===== src/rtl/scroll_display_if.sv =====
// scroll_display_if: button input and seven-segment display outputs of scroll_display_ctrl.
interface scroll_display_if;
  logic       new_button;
  logic [3:0] an;
  logic [6:0] seg;
  logic       dp;
  logic [3:0] pos;
  modport master (output new_button, input an, seg, dp, pos);
  modport slave  (input new_button, output an, seg, dp, pos);
endinterface


===== src/rtl/scroll_display_ctrl.sv =====
// scroll_display_ctrl: 4-digit multiplexed hex window onto MSG, scrolled one character per press.
// Define AUTO_SCROLL_EN for timed auto-scroll where a press toggles run/pause.
module scroll_display_ctrl #(
  parameter int          REFRESH_DIV = 16384,
  parameter logic [63:0] MSG         = 64'h0123456789ABCDEF,
  parameter int          AUTO_DIV    = 50000000
) (
  input logic             clk,
  input logic             reset,
  scroll_display_if.slave dsp
);
  localparam int RW = $clog2(REFRESH_DIV);
  localparam logic [RW-1:0] REF_TC = RW'(REFRESH_DIV - 1);
  localparam logic [111:0] HEX = {
    7'b0001110, 7'b0000110, 7'b0100001, 7'b1000110,
    7'b0000011, 7'b0001000, 7'b0010000, 7'b0000000,
    7'b1111000, 7'b0000010, 7'b0010010, 7'b0011001,
    7'b0110000, 7'b0100100, 7'b1111001, 7'b1000000
  };
  logic          sync1_q, sync2_q, prev_q, armed_q;
  logic [1:0]    fill_q;
  logic [RW-1:0] rcnt_q, rcnt_d;
  logic [1:0]    dsel_q, dsel_d;
  logic [3:0]    pos_q, pos_d, idx, an_q, an_d;
  logic [6:0]    seg_q, seg_d;
  logic [63:0]   msg_sh;
  logic          step, adv, rtc;
  // armed_q only sets once a low has been seen through the synchroniser, so a
  // button already held across reset release cannot count as a fresh press
  assign step   = sync2_q & ~prev_q & armed_q;
  assign rtc    = rcnt_q == REF_TC;
  assign idx    = pos_q + {2'b00, dsel_q};
  assign msg_sh = MSG << {idx, 2'b00};
  always_comb begin
    rcnt_d = rtc ? '0 : rcnt_q + 1'b1;
    dsel_d = rtc ? dsel_q + 2'd1 : dsel_q;
    pos_d  = adv ? pos_q + 4'd1 : pos_q;
    an_d   = ~(4'b1000 >> dsel_q);
    seg_d  = HEX[msg_sh[63:60]*7 +: 7];
  end
  always_ff @(posedge clk or negedge reset)
    if (!reset) begin
      sync1_q <= 1'b0;
      sync2_q <= 1'b0;
      prev_q  <= 1'b0;
      fill_q  <= 2'b00;
      armed_q <= 1'b0;
      rcnt_q  <= '0;
      dsel_q  <= 2'd0;
      pos_q   <= 4'd0;
      an_q    <= 4'b1111;
      seg_q   <= 7'b1111111;
    end else begin
      sync1_q <= dsp.new_button;
      sync2_q <= sync1_q;
      prev_q  <= sync2_q;
      fill_q  <= {fill_q[0], 1'b1};
      armed_q <= armed_q | (fill_q[1] & ~sync2_q);
      rcnt_q  <= rcnt_d;
      dsel_q  <= dsel_d;
      pos_q   <= pos_d;
      an_q    <= an_d;
      seg_q   <= seg_d;
    end
`ifdef AUTO_SCROLL_EN
  localparam int AW = $clog2(AUTO_DIV);
  logic [AW-1:0] acnt_q, acnt_d;
  logic          run_q, atc;
  // a press on the auto terminal-count edge toggles run and suppresses the advance
  assign atc    = acnt_q == AW'(AUTO_DIV - 1);
  assign acnt_d = (atc | step) ? '0 : acnt_q + 1'b1;
  assign adv    = run_q & atc & ~step;
  always_ff @(posedge clk or negedge reset)
    if (!reset) begin
      acnt_q <= '0;
      run_q  <= 1'b1;
    end else begin
      acnt_q <= acnt_d;
      run_q  <= run_q ^ step;
    end
`else
  assign adv = step;
`endif
  assign dsp.an  = an_q;
  assign dsp.seg = seg_q;
  assign dsp.dp  = 1'b1;
  assign dsp.pos = pos_q;
endmodule


===== src/flat_wrapper.sv =====
// flat-port wrapper written by rule: the top's interface ports become plain ports
module scroll_display_ctrl_flat 
#(
  parameter int          REFRESH_DIV = 16384,
  parameter logic [63:0] MSG         = 64'h0123456789ABCDEF,
  parameter int          AUTO_DIV    = 50000000
)
  (clk, reset, dsp_new_button, dsp_an, dsp_seg, dsp_dp, dsp_pos);
  scroll_display_if dsp_i ();
  input logic clk;
  input logic reset;
  input wire logic [$bits(dsp_i.new_button)-1:0] dsp_new_button;
  output wire logic [$bits(dsp_i.an)-1:0] dsp_an;
  output wire logic [$bits(dsp_i.seg)-1:0] dsp_seg;
  output wire logic [$bits(dsp_i.dp)-1:0] dsp_dp;
  output wire logic [$bits(dsp_i.pos)-1:0] dsp_pos;
  assign dsp_i.new_button = dsp_new_button;
  assign dsp_an = dsp_i.an;
  assign dsp_seg = dsp_i.seg;
  assign dsp_dp = dsp_i.dp;
  assign dsp_pos = dsp_i.pos;
  scroll_display_ctrl #(.REFRESH_DIV(REFRESH_DIV), .MSG(MSG), .AUTO_DIV(AUTO_DIV)) u_core (.clk(clk), .reset(reset), .dsp(dsp_i));
endmodule

===== config.mk =====
export PLATFORM = sky130hd
export DESIGN_NAME = scroll_display_ctrl_flat
export DESIGN_NICKNAME = d
export VERILOG_FILES = /design/src/rtl/scroll_display_if.sv /design/src/rtl/scroll_display_ctrl.sv /design/src/flat_wrapper.sv
export SDC_FILE = /design/constraint.sdc
export NUM_CORES = 1
export LEC_CHECK = 0
export ABC_AREA = 1
export CORE_MARGIN = 3
export CORE_UTILIZATION = 60
export DETAILED_ROUTE_END_ITERATION = 16
export PLACE_DENSITY = 0.87
export SLEW_MARGIN = 20
export SYNTH_ARGS = -nofsm -noshare
export SYNTH_HDL_FRONTEND = slang
export SYNTH_SLANG_ARGS = --single-unit

===== constraint.sdc =====
create_clock -name clk -period 4.8 [get_ports clk]
set_clock_uncertainty 0.05 [all_clocks]
set_input_delay 1.44 -clock clk [delete_from_list [all_inputs] [get_ports clk]]
set_output_delay 1.44 -clock clk [all_outputs]
set_load 0.02 [all_outputs]

Yosys cells after proc, flatten, opt, wreduce, memory -nomap -nowiden
Index checks and enable logic that the tools add are counted.

storage, ports and cells
  bits of input ports = 3
  memory bits (writable) = 0
  logic and storage cells = 27
  memories kept = 0
  latch bits = 0
  output and inout bits = 16
  ROM bits = 0
  bits in registers = 37

operators by class
  $lt $le $gt $ge = 0
  reduce and logical (&&, ||, !) cells = 0
  shifts and indexed selects = 3
  $mul = 1
  divide/modulo/power cells = 0
  bitwise gates (word level) = 7
  eq/ne operators = 1
  mux-type cells = 1
  add/sub/neg operators = 4

operator list
  operator                                                                       count
  112-bit by 8-bit variable part select with 7-bit output, first input constant  1
  57-bit by 6-bit << shifter with 64-bit output, first input constant            1
  14-bit by 1-bit adder with 14-bit output, second input constant                1
  14-bit == test, second input constant                                          1
  14-bit 2-to-1 mux                                                              1
  4-bit by 3-bit multiplier with 7-bit output, second input constant             1
  4-bit by 1-bit adder with 4-bit output, second input constant                  1
  4-bit by 2-bit adder with 4-bit output                                         1
  4-bit NOT                                                                      1
  4-bit by 2-bit >> shifter with 4-bit output, first input constant              1
  1-bit bitwise AND                                                              3
  2-bit by 1-bit adder with 2-bit output, second input constant                  1
  1-bit NOT                                                                      2
  1-bit OR                                                                       1

Longest topological paths before layout
  word-level depth = 4
  depth in mapped cells = 10
  gate-level depth less buffers = 10

Worst setup path before layout
No wires, ideal clock.

  kind = register to output
  from = reg u_core.an_q[0] (netlist: u_core.dsp.an[0])
  to = out dsp_an[0]
  cell stages (with the launch flop) = 1
  path slack = 2.756 ns
  data arrival time = 0.554 ns
  buffers on the path = 0
  required time = 3.310 ns
  cells stage by stage = dfstp_2

RTL lines
  element                   RTL line                   RTL
  start: declaration        scroll_display_ctrl.sv:24  logic [3:0] pos_q, pos_d, idx, an_q, an_d;
  start signal: assignment  scroll_display_ctrl.sv:62  an_q <= an_d;
  end: declaration          flat_wrapper.sv:13         output wire logic [$bits(dsp_i.an)-1:0] dsp_an;

No word-level cell between the ends.

Worst setup path in the final report
  from = reg u_core.seg_q[0] (netlist: u_core.dsp.seg[0])
  to = out dsp_seg[0]

RTL lines
  element                   RTL line                   RTL
  start: declaration        scroll_display_ctrl.sv:25  logic [6:0] seg_q, seg_d;
  start signal: assignment  scroll_display_ctrl.sv:63  seg_q <= seg_d;
  end: declaration          flat_wrapper.sv:14         output wire logic [$bits(dsp_i.seg)-1:0] dsp_seg;

No word-level cell between the ends.

==> flow_summary.ini <==
[status]
status = complete, no violations

[detailed_routing]
viasPerCell = 4.81
wl_per_cell_um = 11.4
drcViolationCount = 0
dr.pass1.iters = 7
antenna_left = 0
routed_wirelength_mm = 3.14
via_count = 1331
drt_iter0_markers = 26

[synth]
synthCells = 210
yosysTopAreaCell = dfrtp_1
synth_top_cells_by_area = dfrtp_1, dfstp_2, nand2_1
synth.distinct_cells = 25
ys_seq_area_frac = 0.495
synth_top_cell_area_share = 0.343
synth_seq_cells = 37
yosysWarnings = 0
syn_area_per_cell_um2 = 9.03
syn-cell-area_um2 = 1900

[die]
rows = 19
dieArea_um2 = 3870
start_util = 0.659
fp.dieH_um = 62.2
io_pins = 19
core_um2 = 2880
die_w_um = 62.2

[pwr]
p_sw_frac = 0.376
p_clk_frac = 0.170
comb_power_share = 0.411
p_sw_mw = 0.370
power.internal_mw = 0.612
power_mw = 0.982
power.density_nw_per_um2 = 452
leakage_nw = 1.10
peakVddDrop_uv = 318
pwr-share-seq = 0.419

[grt]
gr-usage-all-layers = 0.188
grt_pass1_wl_mm = 5.78
first_global_vias = 1321
grt_max_degree = 38
overflow = 0
antenna_found_initial = 0

[sta]
layout_min_cycle_time_ns = 2.95
finalSetupViolations = 0
drv_slew = 0
rsz0062_at_grt = no
finalHoldViolCount = 0
final.setup.tns_ns = 0
fmax_mhz = 338
period_share = 0.616

[critical_path]
rr_worst_depth = 9
cp.required_ns = 3.31
r2r_start = u_core.dsel_q[0]$_DFFE_PN0N_
slowest_delay_ns = 0.59
cpLargestDelayFamily = buffers and inverters
worstSetupPathType = flop to output pin
start_kind = flop
rrSetupSlack_ns = 2.72
path_buf_inv = 1
cp_max_fo = 1
endpoint_kind = output pin
worst_ep_arrival_time_ns = 1.46
r2r-end = u_core.dsp.seg[3]$_DFF_PN1_
critPathSlowestCell = clkdlybuf4s50_1
crit_chain = clkdlybuf4s50_1

[cts]
cts_hold_buf = 0
cts_resized = 0
cts_setup_buffers = 0
cts.reportedPaths.clkPinSlew_ns = 0.10
cts_inserted_buffers = 5
clock-root-buffer = clkbuf_4
clk_latency_ns = 0.34
cts.htree.levels = 2
clock_sinks = 37
cts_tree = yes
clk_path_buf_depth = 2

[final_layout]
layout-drive-gt1-share = 0.149
area_growth_pct = 14.4
finish.net_count = 250
final_common_cell = nand2_1
diodes = 0
layout_common_cells = nand2_1, inv_1, dfrtp_1
post-route-util = 0.755

[min_path]
hold_class = flop to flop
hp-start = u_core.fill_q[0]$_DFF_PN0_
hold_end = u_core.fill_q[1]$_DFF_PN0_
hold_depth = 0

[place]
hpwl_mm = 2.32
io_buffers = 17
place_congestion = 0.823

[job]
max_cap_violations = 0
==> state kept, by name, indices dropped and copies added (netlist names) <==
| name | flops |
|---|---|
| u_core.armed_q | 1 |
| u_core.dsel_q | 2 |
| u_core.dsp.an | 4 |
| u_core.dsp.pos | 4 |
| u_core.dsp.seg | 7 |
| u_core.fill_q | 2 |
| u_core.prev_q | 1 |
| u_core.rcnt_q | 14 |
| u_core.sync1_q | 1 |
| u_core.sync2_q | 1 |
==> metal layers <==
metal | global-route usage | share of wire
met1 | 0.238 | 0.44
met2 | 0.301 | 0.50
met3 | 0.0468 | 0.041
met4 | 0.0912 | 0.015
met5 | 0 | 0
==> how the worst max path moves through the flow <==
stage | startpoint | to | slack (ns) | cells past startpoint
CTS | u_core.dsp.seg[5]$_DFF_PN1_ | dsp_seg[5] | 1.82 | 1
floorplan | u_core.dsp.an[0]$_DFF_PN1_ | dsp_an[0] | 2.76 | 0
finish | u_core.dsp.seg[0]$_DFF_PN1_ | dsp_seg[0] | 1.85 | 1
detailed placement | u_core.dsp.seg[5]$_DFF_PN1_ | dsp_seg[5] | 2.20 | 1
global route | u_core.dsp.an[2]$_DFF_PN1_ | dsp_an[2] | 1.78 | 1
global placement | u_core.dsp.seg[6]$_DFF_PN1_ | dsp_seg[6] | 2.22 | 1
==> synthesized netlist by cell type <==
library cell,count
nand2_1,52
inv_1,29
dfrtp_1,26
nor2_1,23
ha_1,12
dfstp_2,11
xor2_1,11
nand3_1,9
nand2_2,7
nand4_1,5
o21ai_0,5
o21ai_1,3
o21ai_2,3
nand2_4,2
nor2_2,2
a21oi_1,1
buf_4,1
buf_6,1
conb_1,1
fa_1,1
nor2_4,1
nor3_1,1
nor3_2,1
nor3_4,1
xnor2_1,1
==> power groups by stage <==
stage | Clock [mW] | Sequential, mW | Combinational (mW)
2_1_floorplan | 0 | 0.470 | 0.217
4_1_cts | 0.175 | 0.412 | 0.406
6_report | 0.167 | 0.411 | 0.404
5_1_grt | 0.189 | 0.420 | 0.451
3_5_place_dp | 0 | 0.418 | 0.402
3_3_place_gp | 0 | 0.413 | 0.396
==> cells by family after synthesis <==
logic type	share of synthesized area
AND/OR/NAND/NOR	0.253
other	0.00198
AO/OA/AOI/OAI	0.0376
buffers and inverters	0.0673
XOR/XNOR	0.0554
flip-flops	0.495
adder cells (fa/ha/maj)	0.0897
==> through the flow <==
stage          std cells  hold WS [ns]  area, um2  setup slack, ns
2_1_floorplan        211         0.281       1900             2.76
3_3_place_gp         269         0.281       2110             2.22
3_5_place_dp         269         0.286       2110             2.20
4_1_cts              277         0.309       2170             1.82
6_report             277         0.307       2170             1.85
5_1_grt              277         0.316       2170             1.78
==> area by class of cell <==
type	instances	area [um2]
multi-input combinational	143	833
inverter	29	109
clock buffer	8	58.8
timing repair buffer	18	178
fill	211	706
sequential	37	940
tap	42	52.6
Power figures use the tool's default switching activity.
